===== config.mk =====
export PLATFORM = sky130hd
export DESIGN_NAME = piso_serializer_flat
export DESIGN_NICKNAME = d
export VERILOG_FILES = /design/src/rtl/piso_pkg.sv /design/src/rtl/piso_serializer_if.sv /design/src/rtl/piso_bit_counter.sv /design/src/rtl/piso_serializer.sv /design/src/flat_wrapper.sv
export SDC_FILE = /design/constraint.sdc
export NUM_CORES = 1
export LEC_CHECK = 0
export BUFFER_PORTS_ARGS = -buffer_cell sky130_fd_sc_hd__buf_2
export CAP_MARGIN = 10
export CELL_PAD_IN_SITES_DETAIL_PLACEMENT = 0
export CELL_PAD_IN_SITES_GLOBAL_PLACEMENT = 2
export CORE_ASPECT_RATIO = 0.75
export CORE_MARGIN = 2
export CORE_UTILIZATION = 30
export DETAILED_ROUTE_END_ITERATION = 8
export HOLD_SLACK_MARGIN = 0.12
export PLACE_DENSITY_LB_ADDON = 0.08
export SLEW_MARGIN = 10
export SYNTH_ARGS = -nofsm -noshare
export SYNTH_HDL_FRONTEND = slang
export SYNTH_SLANG_ARGS = --single-unit
export TNS_END_PERCENT = 1

===== constraint.sdc =====
create_clock -name clk -period 2.4 [get_ports clk]
set_input_delay 0.48 -clock clk [delete_from_list [all_inputs] [get_ports clk]]
set_output_delay 0.48 -clock clk [all_outputs]
set_load 0.03 [all_outputs]

===== src/rtl/piso_pkg.sv =====
// Shared definitions for the PISO serializer: state encoding, frame length and counter sizing.
// Define PISO_PARITY_EN to append an even-parity bit to every frame.
package piso_pkg;

  typedef enum logic {
    ST_IDLE  = 1'b0,
    ST_SHIFT = 1'b1
  } state_e;

`ifdef PISO_PARITY_EN
  localparam int PARITY_BITS = 1;
`else
  localparam int PARITY_BITS = 0;
`endif

  // Bits per frame: the data word plus the optional parity bit.
  function automatic int frame_len(input int width);
    return width + PARITY_BITS;
  endfunction

  // Counter wide enough to hold 0..frame_len.
  function automatic int cnt_width(input int flen);
    return $clog2(flen + 1);
  endfunction

endpackage


===== src/rtl/piso_serializer_if.sv =====
// Load handshake and serial-side signals of the PISO serializer.
// master = word producer / link consumer, slave = the serializer.
interface piso_serializer_if #(
  parameter int WIDTH = 8
);
  logic             load_valid;
  logic             load_ready;
  logic [WIDTH-1:0] parallel_in;
  logic             serial_out;
  logic             serial_valid;
  logic             busy;
  logic             last;

  modport master (
    output load_valid, parallel_in,
    input  load_ready, serial_out, serial_valid, busy, last
  );

  modport slave (
    input  load_valid, parallel_in,
    output load_ready, serial_out, serial_valid, busy, last
  );
endinterface


===== src/rtl/piso_bit_counter.sv =====
// Frame bit counter: restarts at 0 on load, advances while enabled, stops at FRAME_LEN-1.
// tc flags the final bit position of the frame.
module piso_bit_counter
  import piso_pkg::*;
#(
  parameter int FRAME_LEN = 8
) (
  input  logic clk,
  input  logic reset,
  input  logic load,
  input  logic clear,
  input  logic en,
  output logic tc
);

  localparam int CW = cnt_width(FRAME_LEN);

  logic [CW-1:0] count_q, count_d;

  assign tc = (count_q == CW'(FRAME_LEN - 1));

  // NOTE: every always_comb output gets a default first, so no path leaves it unassigned (no latch).
  always_comb begin
    count_d = count_q;
    if (load || clear) begin
      count_d = '0;
    end else if (en && !tc) begin
      count_d = count_q + CW'(1);
    end
  end

  // NOTE: reset is synchronous, so it lives inside the clocked branch rather than the sensitivity list.
  always_ff @(posedge clk) begin
    if (reset) begin
      count_q <= '0;
    end else begin
      // NOTE: sequential state uses non-blocking assignment so all flops update together.
      count_q <= count_d;
    end
  end

endmodule


===== src/rtl/piso_serializer.sv =====
// Parametrised parallel-in/serial-out serializer with valid/ready load and gapless back-to-back frames.
// Optional even parity after the data bits when PISO_PARITY_EN is defined.
module piso_serializer
  import piso_pkg::*;
#(
  parameter int WIDTH     = 8,
  parameter bit LSB_FIRST = 1'b0
) (
  input logic               clk,
  input logic               reset,
  piso_serializer_if.slave  bus
);

  localparam int F = frame_len(WIDTH);

  state_e         state_q, state_d;
  logic [F-1:0]   shreg_q, shreg_d;
  logic           tc;
  logic           last_bit;
  logic           load_ready;
  logic           handshake;

  // The frame is laid out so the next bit always sits at the output end of the register;
  // zeros shift in behind it, which leaves the register clear once the frame is out.
  function automatic logic [F-1:0] build_frame(input logic [WIDTH-1:0] word);
`ifdef PISO_PARITY_EN
    logic par;
    par = ^word;
    if (LSB_FIRST) return {par, word};
    else           return {word, par};
`else
    return word;
`endif
  endfunction

  function automatic logic [F-1:0] shift_frame(input logic [F-1:0] frame);
    if (LSB_FIRST) return {1'b0, frame[F-1:1]};
    else           return {frame[F-2:0], 1'b0};
  endfunction

  assign last_bit   = (state_q == ST_SHIFT) && tc;
  // Ready depends on registered state only, never on load_valid.
  assign load_ready = (state_q == ST_IDLE) || last_bit;
  assign handshake  = bus.load_valid && load_ready;

  always_comb begin
    state_d = state_q;
    shreg_d = shreg_q;
    unique case (state_q)
      ST_IDLE: begin
        if (handshake) begin
          state_d = ST_SHIFT;
          shreg_d = build_frame(bus.parallel_in);
        end
      end
      ST_SHIFT: begin
        if (handshake) begin
          shreg_d = build_frame(bus.parallel_in);
        end else if (last_bit) begin
          state_d = ST_IDLE;
          shreg_d = '0;
        end else begin
          shreg_d = shift_frame(shreg_q);
        end
      end
      default: begin
        state_d = ST_IDLE;
        shreg_d = '0;
      end
    endcase
  end

  always_ff @(posedge clk) begin
    if (reset) begin
      state_q <= ST_IDLE;
      shreg_q <= '0;
    end else begin
      state_q <= state_d;
      shreg_q <= shreg_d;
    end
  end

  piso_bit_counter #(
    .FRAME_LEN (F)
  ) u_bit_counter (
    .clk   (clk),
    .reset (reset),
    .load  (handshake),
    .clear (last_bit && !handshake),
    .en    (state_q == ST_SHIFT),
    .tc    (tc)
  );

  assign bus.load_ready   = load_ready;
  assign bus.serial_out   = LSB_FIRST ? shreg_q[0] : shreg_q[F-1];
  assign bus.serial_valid = (state_q == ST_SHIFT);
  assign bus.busy         = (state_q == ST_SHIFT);
  assign bus.last         = last_bit;

endmodule

===== src/flat_wrapper.sv =====
// flat-port wrapper written by rule: the top's interface ports become plain ports
module piso_serializer_flat import piso_pkg::*;
#(
  parameter int WIDTH     = 8,
  parameter bit LSB_FIRST = 1'b0
)
  (clk, reset, bus_load_valid, bus_parallel_in, bus_load_ready, bus_serial_out, bus_serial_valid, bus_busy, bus_last);
  piso_serializer_if #(.WIDTH(WIDTH)) bus_i ();
  input logic clk;
  input logic reset;
  input wire logic [$bits(bus_i.load_valid)-1:0] bus_load_valid;
  input wire logic [$bits(bus_i.parallel_in)-1:0] bus_parallel_in;
  output wire logic [$bits(bus_i.load_ready)-1:0] bus_load_ready;
  output wire logic [$bits(bus_i.serial_out)-1:0] bus_serial_out;
  output wire logic [$bits(bus_i.serial_valid)-1:0] bus_serial_valid;
  output wire logic [$bits(bus_i.busy)-1:0] bus_busy;
  output wire logic [$bits(bus_i.last)-1:0] bus_last;
  assign bus_i.load_valid = bus_load_valid;
  assign bus_i.parallel_in = bus_parallel_in;
  assign bus_load_ready = bus_i.load_ready;
  assign bus_serial_out = bus_i.serial_out;
  assign bus_serial_valid = bus_i.serial_valid;
  assign bus_busy = bus_i.busy;
  assign bus_last = bus_i.last;
  piso_serializer #(.WIDTH(WIDTH), .LSB_FIRST(LSB_FIRST)) u_core (.clk(clk), .reset(reset), .bus(bus_i));
endmodule

==> results.json <==
{
  "ys_seq_area_share_pct": 40.08,
  "io_buffers": 15,
  "n_antenna_cell": 0,
  "final_cell_mix": "buf_2 (15), dfxtp_1 (13), nand2_1 (11), nor2_1 (10)",
  "critPathKind": "register to output port",
  "post-cts-setup-buffer-count": 0,
  "clockRootBuffer": "clkbuf_4",
  "maxSlewHeadroom_pct": 78.09,
  "dieArea_mm2": 0.002556,
  "start_util_pct": 31.96,
  "fmax_mhz": 498.8,
  "tns_ns": 0,
  "slowest_delay_ns": 0.37,
  "hold_viol": 0,
  "place_inst": 117,
  "final_nets": 110,
  "ctsResizeCount": 0,
  "multi_input_area_um2": 342.8,
  "cts_buffers": 3,
  "num_rows": 14,
  "drive_gt1_share_pct": 20.62,
  "fill_cells": 221,
  "via_per_inst": 5.124,
  "crit_family": "simple AND/OR/NAND/NOR gates",
  "drt_iter0_markers": 32,
  "path_cells": "ha_1, nand3b_1, nand2_1, buf_2",
  "dp_hpwl_um": 1136,
  "period_share_pct": 83.53,
  "cts_sinks": 13,
  "yosysWarningCount": 0,
  "netlist-cell-type-count": 22,
  "placed_area_um2": 730.7,
  "vias": 620,
  "final_common_cell": "buf_2",
  "crit_required_ns": 1.92,
  "final_cells": 121,
  "grt_pass1_vias": 569,
  "syn_inst": 83,
  "synth.net_count": 95,
  "wire_per_inst_um": 13.66,
  "core_mm2": 0.002032,
  "cp_slowest_cell": "dfxtp_1",
  "die_w_um": 57.72,
  "maxCapViolCount": 0,
  "end_kind": "output port",
  "antenna_found_initial": 0,
  "hp-class": "register to register",
  "drv_slew": 0,
  "path_clk_slew_ns": 0.09,
  "path_buf_inv": 1,
  "grt_usage_pct": 14.90,
  "place_congestion": 0.7474,
  "ios": 16,
  "grt_max_degree": 22,
  "leakage_nw": 0.3008,
  "finalWirelength_um": 1653,
  "dr.pass1.iters": 4,
  "antenna_left": 0,
  "cp.arrival_ns": 1.52,
  "tightest_slew_ns": 0.3277,
  "rsz0062_at_grt": "no",
  "drc_errors": 0,
  "outcome": "complete, no violations",
  "tritoncts": "built",
  "syn_area_per_cell_um2": 7.824,
  "fin_area_um2": 757.0,
  "clock_path_buffers": 2,
  "overflow": 0,
  "critPathMaxFanout": 8,
  "period_needed_ns": 2.005,
  "hold_slack_ns": 0.4629,
  "cp-start-kind": "register",
  "ys_seq_elements": 13,
  "hold_buffers": 0,
  "regArea_um2": 260.3,
  "post-route-util_pct": 37.25,
  "area_delta_synth_final_pct": 16.57,
  "htree_levels": 1,
  "fin_worst_skew_ns": 0.002731,
  "setup_viol": 0,
  "powerDensity_mw_per_mm2": 590.0,
  "dieHeight_um": 44.29,
  "clkLatencyLatePin_ns": 0.28,
  "vdd_ir_drop_max_mv": 0.3803,
  "grt_pass1_wl_um": 2829,
  "syn_area_um2": 649.4
}
## flip-flops by register name (all words and copies together), names as in the netlist
signal,flops
u_core.shreg_q,8
u_core.u_bit_counter.count_q,4
u_core.bus.busy,1
## path summary, 6_finish.rpt
kind                              startpoint                 to  slack (ns)  cells past startpoint
max          u_core.u_bit_counter.count_q[0]     bus_load_ready        0.40                      4
min reg2reg                u_core.shreg_q[0]  u_core.shreg_q[0]        0.46                      2
max reg2reg  u_core.u_bit_counter.count_q[0]  u_core.shreg_q[0]        0.91                      5
min                        u_core.shreg_q[0]  u_core.shreg_q[0]        0.46                      2
## worst reg2reg max path, stage by stage, from the launching register on
cell      delay, ns
dfxtp_1        0.37
ha_1           0.22
nand3b_1       0.27
buf_4          0.26
a21o_1         0.18
a21oi_1        0.13
## synthesized netlist by cell type
cell type	number	share of area (%)
a21oi_1	4	3.1
and4b_1	1	1.5
nand2_1	11	6.4
nand3b_1	4	4.6
nand3_1	7	5.4
nand4b_1	1	1.3
and3_1	1	0.96
ha_1	1	1.9
nor3b_1	1	1.2
buf_4	2	2.3
o21ai_0	7	5.4
clkbuf_1	1	0.58
a31oi_1	2	1.9
nor2b_1	1	0.96
a311oi_1	7	9.4
buf_2	4	3.1
a21o_1	1	1.2
dfxtp_1	13	40
nor2_1	10	5.8
or2_1	1	0.96
o21ai_1	1	0.77
inv_1	2	1.2
## kinds of logic (layout without fill, tap and decap cells)
kind of cell | Yosys count | in the layout | share of synthesized area (%)
AOI/OAI and AO/OA | 22 | 22 | 21.77
adders and majority gates | 1 | 1 | 1.926
buffers and inverters | 9 | 23 | 7.128
DFF | 13 | 13 | 40.08
and+or+nand+nor | 38 | 38 | 29.10
## metrics by stage
stage | setup WS [ns] | total power, mW
final | 0.3953 | 0.4466
after global routing | 0.2791 | 0.4748
after CTS | 0.3746 | 0.4500
after detailed placement | 0.6917 | 0.3114
after global placement | 0.7154 | 0.3116
after floorplan | 0.6530 | 0.2881
## layer usage
metal / global-route usage (%) / share of wire, %
met5: 0 / 0
met2: 21.59 / 38
met3: 6.433 / 6.4
met1: 20.25 / 54
met4: 4.186 / 1.1
## report_power, final
part | switching [mW] | internal (mW)
clock | 0.0765 | 0.0645
sequential | 0.00643 | 0.229
combinational | 0.0448 | 0.0255
total | 0.128 | 0.319
## cell type report
class                           instances  area share [%]
Timing Repair Buffer                   17           11.90
Inverter                                2          0.9917
Multi-Input combinational cell         61           45.29
Sequential cell                        13           34.38
Tap cell                               24           3.967
Clock buffer                            4           3.471
Note: power is estimated with default switching activity, not from simulation.
